$ cat src/rtl/fetch_unit.sv
// Instruction fetch: drives imemAddress, queues {pc, instr} in a prefetch FIFO, hands off to decode.
// Latency 1 cycle (address -> FIFO head); stalls when FIFO full without pop; redirect flushes.
// Optional misaligned-redirect fault state enabled by defining FETCH_ALIGN_CHECK_EN.
module fetch_unit #(
    parameter logic [31:0] RESET_PC   = 32'h0000_0000,
    parameter int          FIFO_DEPTH = 4
) (
    input  logic        clock,
    input  logic        reset,
    output logic [31:0] imemAddress,
    input  logic [31:0] imemData,
    input  logic        imemValid,
    input  logic        redirectValid,
    input  logic [31:0] redirectTarget,
    output logic        outValid,
    input  logic        outReady,
    output logic [31:0] outInstr,
    output logic [31:0] outPc,
    output logic        outFault
);

    localparam int PW = $clog2(FIFO_DEPTH);
    localparam logic [PW:0] DEPTH_C = (PW+1)'(FIFO_DEPTH);
    localparam logic [31:0] NOP = 32'h0000_0013;

    typedef enum logic {ST_RUN, ST_FAULT} state_t;

    state_t        r_state, w_state_nxt;
    logic [31:0]   r_pc, w_pc_nxt;
    logic [31:0]   r_ent_pc    [FIFO_DEPTH];
    logic [31:0]   r_ent_instr [FIFO_DEPTH];
    logic [PW-1:0] r_rd, r_wr;
    logic [PW:0]   r_count;
    logic          w_pop, w_push;

    assign imemAddress = r_pc;
    assign outValid    = (r_count != '0);
    assign outInstr    = outValid ? r_ent_instr[r_rd] : NOP;
    assign outPc       = outValid ? r_ent_pc[r_rd]    : 32'h0;

    assign w_pop  = outValid & outReady;
    assign w_push = (r_state == ST_RUN) & imemValid & ~redirectValid
                  & ((r_count < DEPTH_C) | w_pop);

`ifdef FETCH_ALIGN_CHECK_EN
    assign outFault = (r_state == ST_FAULT);
`else
    assign outFault = 1'b0;
`endif

    always_comb begin
        w_state_nxt = r_state;
        w_pc_nxt    = r_pc;
        if (redirectValid) begin
`ifdef FETCH_ALIGN_CHECK_EN
            // Misaligned target is kept verbatim so the trap handler can see it.
            w_pc_nxt    = redirectTarget;
            w_state_nxt = (redirectTarget[1:0] != 2'b00) ? ST_FAULT : ST_RUN;
`else
            w_pc_nxt    = {redirectTarget[31:2], 2'b00};
            w_state_nxt = ST_RUN;
`endif
        end else if (w_push) begin
            w_pc_nxt = r_pc + 32'd4;
        end
    end

    always_ff @(posedge clock or negedge reset) begin
        if (!reset) begin
            r_state <= ST_RUN;
            r_pc    <= RESET_PC;
        end else begin
            r_state <= w_state_nxt;
            r_pc    <= w_pc_nxt;
        end
    end

    // Redirect wins over push and pop: the head is discarded, not consumed.
    always_ff @(posedge clock or negedge reset) begin
        if (!reset) begin
            r_rd    <= '0;
            r_wr    <= '0;
            r_count <= '0;
        end else if (redirectValid) begin
            r_rd    <= '0;
            r_wr    <= '0;
            r_count <= '0;
        end else begin
            if (w_push) r_wr <= r_wr + PW'(1);
            if (w_pop)  r_rd <= r_rd + PW'(1);
            if (w_push && !w_pop)      r_count <= r_count + (PW+1)'(1);
            else if (w_pop && !w_push) r_count <= r_count - (PW+1)'(1);
        end
    end

    always_ff @(posedge clock) begin
        if (w_push) begin
            r_ent_pc[r_wr]    <= r_pc;
            r_ent_instr[r_wr] <= imemData;
        end
    end

endmodule
$ cat config.mk
export PLATFORM = sky130hd
export DESIGN_NAME = fetch_unit
export DESIGN_NICKNAME = d
export VERILOG_FILES = /design/src/rtl/fetch_unit.sv
export SDC_FILE = /design/constraint.sdc
export NUM_CORES = 1
export LEC_CHECK = 0
export CORE_ASPECT_RATIO = 1.1
export CORE_MARGIN = 4
export CORE_UTILIZATION = 52
export DETAILED_ROUTE_END_ITERATION = 16
export PLACE_DENSITY = 0.8
export SLEW_MARGIN = 20
export SYNTH_ARGS = -nofsm -noshare
export SYNTH_HDL_FRONTEND = slang
export SYNTH_SLANG_ARGS = --single-unit
$ cat constraint.sdc
create_clock -name clock -period 7.8 [get_ports clock]
set_input_delay 1.17 -clock clock [delete_from_list [all_inputs] [get_ports clock]]
set_output_delay 1.17 -clock clock [all_outputs]
set_load 0.005 [all_outputs]
## Word level (Yosys, flattened, before mapping)

Memory sizes are Yosys's and may differ from the RTL's.
Index checks and enable logic that the tools add are counted.

| storage, ports and cells | value |
|---|---|
| bits in registers | 39 |
| RAM bits | 256 |
| bits of input ports | 69 |
| output and inout port bits | 98 |
| logic and storage cells | 38 |
| memories kept | 2 |

| operators by class | value |
|---|---|
| add/sub/neg operators | 5 |
| $lt $le $gt $ge | 1 |
| mux-type cells | 13 |
| bitwise logic cells | 5 |
| reductions and logical operators | 8 |

Memories:

| memory | depth | bits a word | read ports | clocked after memory_dff | write ports | line | source |
|---|---|---|---|---|---|---|---|
| r_ent_instr | 4 | 32 | 1 | 0 | 1 | 31 | `logic [31:0] r_ent_instr [FIFO_DEPTH];` |
| r_ent_pc | 4 | 32 | 1 | 0 | 1 | 30 | `logic [31:0] r_ent_pc [FIFO_DEPTH];` |

Operators with widths:

| operator | count |
|---|---|
| 2-to-1 mux 32 bit | 4 |
| adder 32 x 3 -> 32 bit (second input constant) | 1 |
| 2-to-1 mux 3 bit | 3 |
| 2-to-1 mux 2 bit | 4 |
| nonzero test 3 bit | 2 |
| adder 2 x 1 -> 2 bit (second input constant) | 2 |
| nonzero test 2 bit | 2 |
| adder 3 x 1 -> 3 bit (second input constant) | 1 |
| AND 1 bit | 3 |
| < comparator 3 bit (second input constant) | 1 |
| subtractor 3 x 1 -> 3 bit (second input constant) | 1 |
| logical AND 1 bit | 2 |
| zero test 1 bit | 2 |
| 2-to-1 mux 1 bit | 2 |
| NOT 1 bit | 1 |
| OR 1 bit | 1 |

## Depth between registers and ports, before layout

Gate-level depths: netlist of run 1.

| depth | value |
|---|---|
| word-level depth | 9 |
| gate-level depth with buffers | 9 |
| mapped depth without buffers | 8 |

## Worst setup path after synthesis of run 1

OpenSTA, ideal clock, no wires.

| path | value |
|---|---|
| path kind | input port to flip-flop |
| start | in outReady |
| end | mem r_ent_instr[0][0], enable pin |
| setup time | 427 ps |
| arrival | 3368 ps |
| data required time | 7373 ps |
| path slack | 4006 ps |
| stages on the path | 5 |
| path buffers | 1 |
| cell sequence | nand2b_1 > clkbuf_1 > nand2_1 > nor2_1 > and2_1 |

| between the ends | value |
|---|---|
| longest elaborated chain between the ends | 5 |

RTL lines:

| what | line | source |
|---|---|---|
| start, declared | 16 | `input logic outReady,` |
| AND 1 bit | 41 | `assign w_pop = outValid & outReady;` |
| OR 1 bit | 43 | `& ((r_count < DEPTH_C) \| w_pop);` |
| AND 1 bit | 43 |  |
| 2-to-1 mux 1 bit | 97 | `if (w_push) begin` |
| 2-to-1 mux 1 bit (implied by the code) | 99 | `r_ent_instr[r_wr] <= imemData;` |
| end, declared | 31 |  |

No other way between the ends.

## Final worst setup path of run 1

| path | value |
|---|---|
| start | reg r_rd[0] |
| end | out outInstr[1] |

| between the ends | value |
|---|---|
| longest elaborated chain between the ends | 2 |

RTL lines:

| what | line | source |
|---|---|---|
| start, declared | 32 | `logic [PW-1:0] r_rd, r_wr;` |
| start signal, assigned | 90 | `if (w_pop) r_rd <= r_rd + PW'(1);` |
| memory (4 x 32 bit) | n/a |  |
| 2-to-1 mux 32 bit | 38 | `assign outInstr = outValid ? r_ent_instr[r_rd] : NOP;` |
| end, declared | 17 | `output logic [31:0] outInstr,` |

No other way between the ends.

==> impl_metrics.ini, run 1 <==
[global_route]
grt_usage = 0.1992
grt-ovfl-total = 0
grt_pass1_vias = 7065
grt_first_pass_wirelength_um = 38470
antenna_found_initial = 0
grt_max_degree = 63

[critical_path]
r2r-start = imemAddress[2]
critPathKind = flop to output port
critPathTopFamily = buffers and inverters
slowest_stage = dfrtp_4
crit_start = r_rd[0]
rrSetupSlack_ns = 5.09
crit_fanout = 40
critical_path_cell_count = 4
r2r_end = imemAddress[26]
crit_path_cell_trace = buf_4 > mux4_2 > or2_2 > clkdlybuf4s50_1
cp-start-kind = flop
end_kind = output port
critPathCapture = outInstr[1]
max_stage_delay_ns = 0.78
ff2ff_path_depth = 5
critPathBufInv = 2
arrival_ns = 3.39
crit_required_ns = 6.63

[routing]
ant_nets = 0
routedWlPerCell_um = 21.78
vias = 6691
routed_wl_um = 24630
drt_pass1_iterations = 5
drc = 0
via_per_inst = 5.916
drt-initial-drc-count = 626

[final_layout]
multi_input_area_mm2 = 0.003048
fin_area_mm2 = 0.01446
fill_cells = 1465
diodes = 0
nets = 889
area.sequential_mm2 = 0.008378
drive_gt1_frac = 0.1495
final_common_cell = edfxtp_1
area_growth_pct = 24.36
mostFrequentLayoutCells = edfxtp_1, clkdlybuf4s50_1, mux4_2

[yosys]
yosysTopAreaCellShare = 0.6404
yosysUniqueCellTypes = 45
ys_top_cells_by_area = edfxtp_1, mux4_2, dfrtp_1
synthCells = 661
synth_warnings = 0
yosysTopAreaCell = edfxtp_1
syn_area_mm2 = 0.01163
ys_ff_latch = 285
async_reset_ff_frac = 0.1298
synth-edff-count = 248
synth_ff_type = edfxtp_1
seq_area_frac_synth = 0.7200
syn_avg_cell_area_um2 = 17.59

[power_and_ir_drop]
total_power_w = 0.004175
p_sw_w = 0.0009913
power_frac_comb = 0.209
ir_worst_vdd_mv = 0.1755
power_switching_share = 0.2375
p_int_w = 0.003183
pwr-share-clk = 0.350
p_leak_nw = 4.733
seqPwrFrac = 0.441
powerDensity_mw_per_mm2 = 288.7

[timing]
fin_skew_ns = 0.007860
rsz0062_at_grt = no
setup_slack_ns = 3.238
hold_violations = 0
tightestPinTransition_ns = 0.9932
drv_slew = 0
whs_ns = 0.5745
finalSetupViolCount = 0
post-route-period-util = 0.5849
relSlewSlack = 0.3369
post-route-min-period_ns = 4.562
timing.fmax_mhz = 219.2
tns_ns = 0

[clock_tree]
clk_pin_slew_worst_paths_ns = 0.06
cts-htree-levels = 1
cts_buffers = 28
cts_tree = yes
clk_path_buf_depth = 3
post_cts_resize_count = 0
cts_setup_buffers = 0
cts_hold_buf = 0
clockRootBuffer = clkbuf_16
cts.sinks = 285
clock_latency_ns = 0.52

[placed_design]
hpwl_um = 14580
postPlaceCellArea_mm2 = 0.01344
pre_cts_slack_ns = 3.683
io_buffers = 159
finalWeightedCongestion = 0.8339

[floorplanning]
die_h_um = 164.8
initial_utilization = 0.5277
rows = 57
die_w_um = 150.6
io-pin-count = 167
dieArea_mm2 = 0.02482
core_area_mm2 = 0.02204

[worst_hold_path]
hp-class = flop to flop
hold_start = r_wr[1]

[job]
max-cap-violations = 0

[status]
status = completed
[through the flow]
stage	std cells	utilization
final	1131	0.6562
after global routing	1131	0.6562
after CTS	1131	0.6562
after detailed placement	1079	0.6099
after global placement	1079	0.6099
after floorplan	665	-
[synth_stat cells, drive strengths merged, types with 2 or more instances]
cell    count
a21oi       3
a22oi       2
a31oi      18
and2       65
and3        6
and4        4
buf        14
clkbuf     29
dfrtp      37
edfxtp    248
ha          5
inv        10
mux4       62
nand2      21
nand3      16
nand4       8
nor2       26
nor2b       2
nor3        5
nor4        2
nor4b       2
o211ai      2
o21ai      15
o311a       2
o31ai      14
or2         4
or3         2
or4        17
xnor2       5
xor2        5
[sequential cells by signal (all words and copies together), names as in the netlist]
signal,count
r_ent_instr,128
r_ent_pc,120
imemAddress,30
r_count,3
r_rd,2
r_wr,2
[worst reg2reg max path: cells and delay by family (launching register included)]
| family | cells | cell delay [ns] |
|---|---|---|
| and+or+nand+nor | 3 | 1.63 |
| AOI/OAI and AO/OA | 1 | 0.20 |
| DFF | 1 | 0.54 |
| adders and majority gates | 1 | 0.25 |
[final cells by class]
| type | instances | area share |
|---|---|---|
| Sequential cell | 285 | 0.5793 |
| Multi-Input combinational cell | 327 | 0.2108 |
| Timing Repair Buffer | 162 | 0.1113 |
| Clock buffer | 32 | 0.05096 |
| Tap cell | 295 | 0.02552 |
| Clock inverter | 20 | 0.01955 |
| Inverter | 10 | 0.002596 |
[per-layer routing]
metal | global-route usage | vias to the layer above | wire length (um)
met4 | 0.06183 | 0 | 591
met1 | 0.2653 | 3404 | 9659
li1 | - | 2918 | -
met5 | 0 | - | 0
met2 | 0.3461 | 316 | 12690
met3 | 0.02525 | 53 | 1691
[cells by family after synthesis]
logic type | synth area share
AO/OA/AOI/OAI | 0.03303
XOR/XNOR | 0.007531
adder cells (fa/ha/maj) | 0.007101
buffers and inverters | 0.02001
flip-flops | 0.7200
multiplexers | 0.1209
other | 0.0003225
AND/OR/NAND/NOR | 0.09103
[worst min path at each step]
stage | cells past startpoint | endpoint
floorplan | 0 | r_ent_pc[0][31]
global placement | 2 | r_wr[1]
detailed placement | 2 | r_wr[1]
CTS | 2 | r_wr[1]
global route | 2 | r_wr[1]
finish | 2 | r_wr[1]
[power by group through the flow]
stage               clock network, W  registers (W)  logic [W]
finish                       0.00146        0.00184   0.000871
global route                 0.00156        0.00185   0.000946
CTS                          0.00149        0.00184   0.000890
detailed placement                 0        0.00187   0.000886
global placement                   0        0.00186   0.000871
floorplan                          0        0.00182   0.000464
Note: power is estimated with default switching activity, not from simulation.
==> run 2, diff against run 1 <==
--- a/config.mk
+++ b/config.mk
@@ -7,9 +7,9 @@
 export LEC_CHECK = 0
 export CORE_ASPECT_RATIO = 1.1
 export CORE_MARGIN = 4
-export CORE_UTILIZATION = 52
+export CORE_UTILIZATION = 49
 export DETAILED_ROUTE_END_ITERATION = 16
-export PLACE_DENSITY = 0.8
+export PLACE_DENSITY = 0.79
 export SLEW_MARGIN = 20
 export SYNTH_ARGS = -nofsm -noshare
 export SYNTH_HDL_FRONTEND = slang
==> constraint.sdc (replaced) <==
create_clock -name clock -period 3.9 [get_ports clock]
set_input_delay 0.585 -clock clock [delete_from_list [all_inputs] [get_ports clock]]
set_output_delay 0.585 -clock clock [all_outputs]
set_load 0.005 [all_outputs]
==> run 2 against run 1 <==
Largest power group unchanged; largest cell class unchanged; non-clock buffer count up 15; highest routed layer unchanged; critical endpoint is now outPc[3]; die area rose by 5.8%; routed wire length shrank 1.1%.
==> impl_metrics.ini, run 2 (synthesis results as in run 1) <==
[timing]
post-route-period-util = 0.8915
relSlewSlack = 0.4218
tns_ns = 0
tightestPinTransition_ns = 0.8674
rsz0062_at_grt = no
timing.fmax_mhz = 287.6
whs_ns = 0.1758
hold_violations = 0
fin_skew_ns = 0.02253
post-route-min-period_ns = 3.477
drv_slew = 0
finalSetupViolCount = 0

[routing]
via_per_inst = 5.752
drc = 0
dr.max_layer_used = met4
drt_pass1_iterations = 5
vias = 6609
ant_nets = 0
routedWlPerCell_um = 21.19
wl_met3_um = 1696
drt-initial-drc-count = 516
wl_met2_um = 12320
routed_wl_um = 24350
met1_length_um = 9900

[critical_path]
arrival_ns = 2.89
cp-start-kind = flop
slowest_stage = nor3_1
crit_fanout = 38
end_kind = output port
critPathTopFamily = buffers and inverters
max_stage_delay_ns = 0.53
crit_required_ns = 3.31
critPathKind = flop to output port
critPathBufInv = 3
crit_path_cell_trace = nor3_1 > inv_2 > buf_4 > and2_1 > clkdlybuf4s50_1

[clock_tree]
post_cts_resize_count = 0
cts.sinks = 285
cts_buffers = 27
cts_hold_buf = 0
cts_tree = yes
clk_path_buf_depth = 3
clockRootBuffer = clkbuf_16
clock_latency_ns = 0.53
cts-htree-levels = 1
clk_pin_slew_worst_paths_ns = 0.07
cts_setup_buffers = 0

[power_and_ir_drop]
ir_worst_vdd_mv = 0.2972
p_sw_w = 0.001953
power_frac_comb = 0.223
pwr-share-clk = 0.319
p_leak_nw = 4.760
power_switching_share = 0.2433
seqPwrFrac = 0.458
powerDensity_mw_per_mm2 = 552.7
p_int_w = 0.006073

[job]
max-cap-violations = 0

[status]
status = completed

[final_layout]
final_common_cell = edfxtp_1
fill_cells = 1672
largest_reg_flops = 128
regMostFlops = r_ent_instr
finalNonFillerCells = 1149
diodes = 0
mostFrequentLayoutCells = edfxtp_1, clkdlybuf4s50_1, mux4_2
nets = 903
drive_gt1_frac = 0.1649
area_growth_pct = 24.89

[floorplanning]
rows = 58
dieArea_mm2 = 0.02626
die_w_um = 154.9
io-pin-count = 167
initial_utilization = 0.5023
die_h_um = 169.6
core_area_mm2 = 0.02315

[placed_design]
dp.cells = 1099
finalWeightedCongestion = 0.7878
io_buffers = 159
hpwl_um = 15250

[global_route]
antenna_found_initial = 0
grt_pass1_vias = 6767
grt_usage = 0.1867
grt-ovfl-total = 0
grt_first_pass_wirelength_um = 38370
grt_max_degree = 63

[worst_hold_path]
hp-class = input port to async pin
## run 2: path summary, 6_finish.rpt
path	start	endpoint	slack [ns]	depth (start not counted)
worst min-delay path	reset	imemAddress[31]	0.18	1
worst max register to register	r_count[2]	r_count[2]	1.53	8
min in group clock	r_wr[1]	r_wr[1]	0.58	2
max in group asynchronous	reset	r_rd[0]	3.09	1
worst max-delay path	r_count[2]	outPc[3]	0.42	5
worst min register to register	r_wr[1]	r_wr[1]	0.58	2
## run 2: worst register-to-register path, stage by stage (launching register included)
cell and delay, ns:
dfrtp_1 0.45, nand2b_1 0.13, nand2_1 0.15, nor2_1 0.31, and2_1 0.20, fa_1 0.21, nand2_1 0.07, or4b_2 0.60
a31oi_1 0.17
## run 2: metrics by stage
step / setup WS [ns] / utilization / power [W] / area (um2)
floorplan: 0.6905 / - / 0.004572 / 11640
global placement: 0.8278 / 0.5890 / 0.005529 / 13640
detailed placement: 0.7874 / 0.5890 / 0.005570 / 13640
CTS: 0.3018 / 0.6273 / 0.008123 / 14520
global route: 0.1854 / 0.6273 / 0.008406 / 14520
finish: 0.4231 / 0.6273 / 0.008027 / 14520
## run 2: area by class of cell
class                      instances  area (um2)  area share
clock buffer                      35       745.7     0.05135
clock inverter                    15       141.4    0.009736
inverter                          10       37.54    0.002585
multi-input combinational        327        3048      0.2099
sequential                       285        8378      0.5769
tap                              300       375.4     0.02585
timing repair buffer             177        1797      0.1237
## run 2: metal layers
layer | up-vias | global-route usage
met3 | 26 | 0.02448
met2 | 283 | 0.3115
li1 | 2946 | -
met1 | 3354 | 0.2633
met5 | - | 0
met4 | 0 | 0.05069
## run 2: power by group through the flow
stage / Combinational [W] / Clock [W] / Sequential (W)
after floorplan: 0.000927 / 0 / 0.00364
after global placement: 0.00180 / 0 / 0.00373
after detailed placement: 0.00183 / 0 / 0.00374
after CTS: 0.00183 / 0.00261 / 0.00368
after global routing: 0.00195 / 0.00275 / 0.00370
final: 0.00179 / 0.00256 / 0.00367
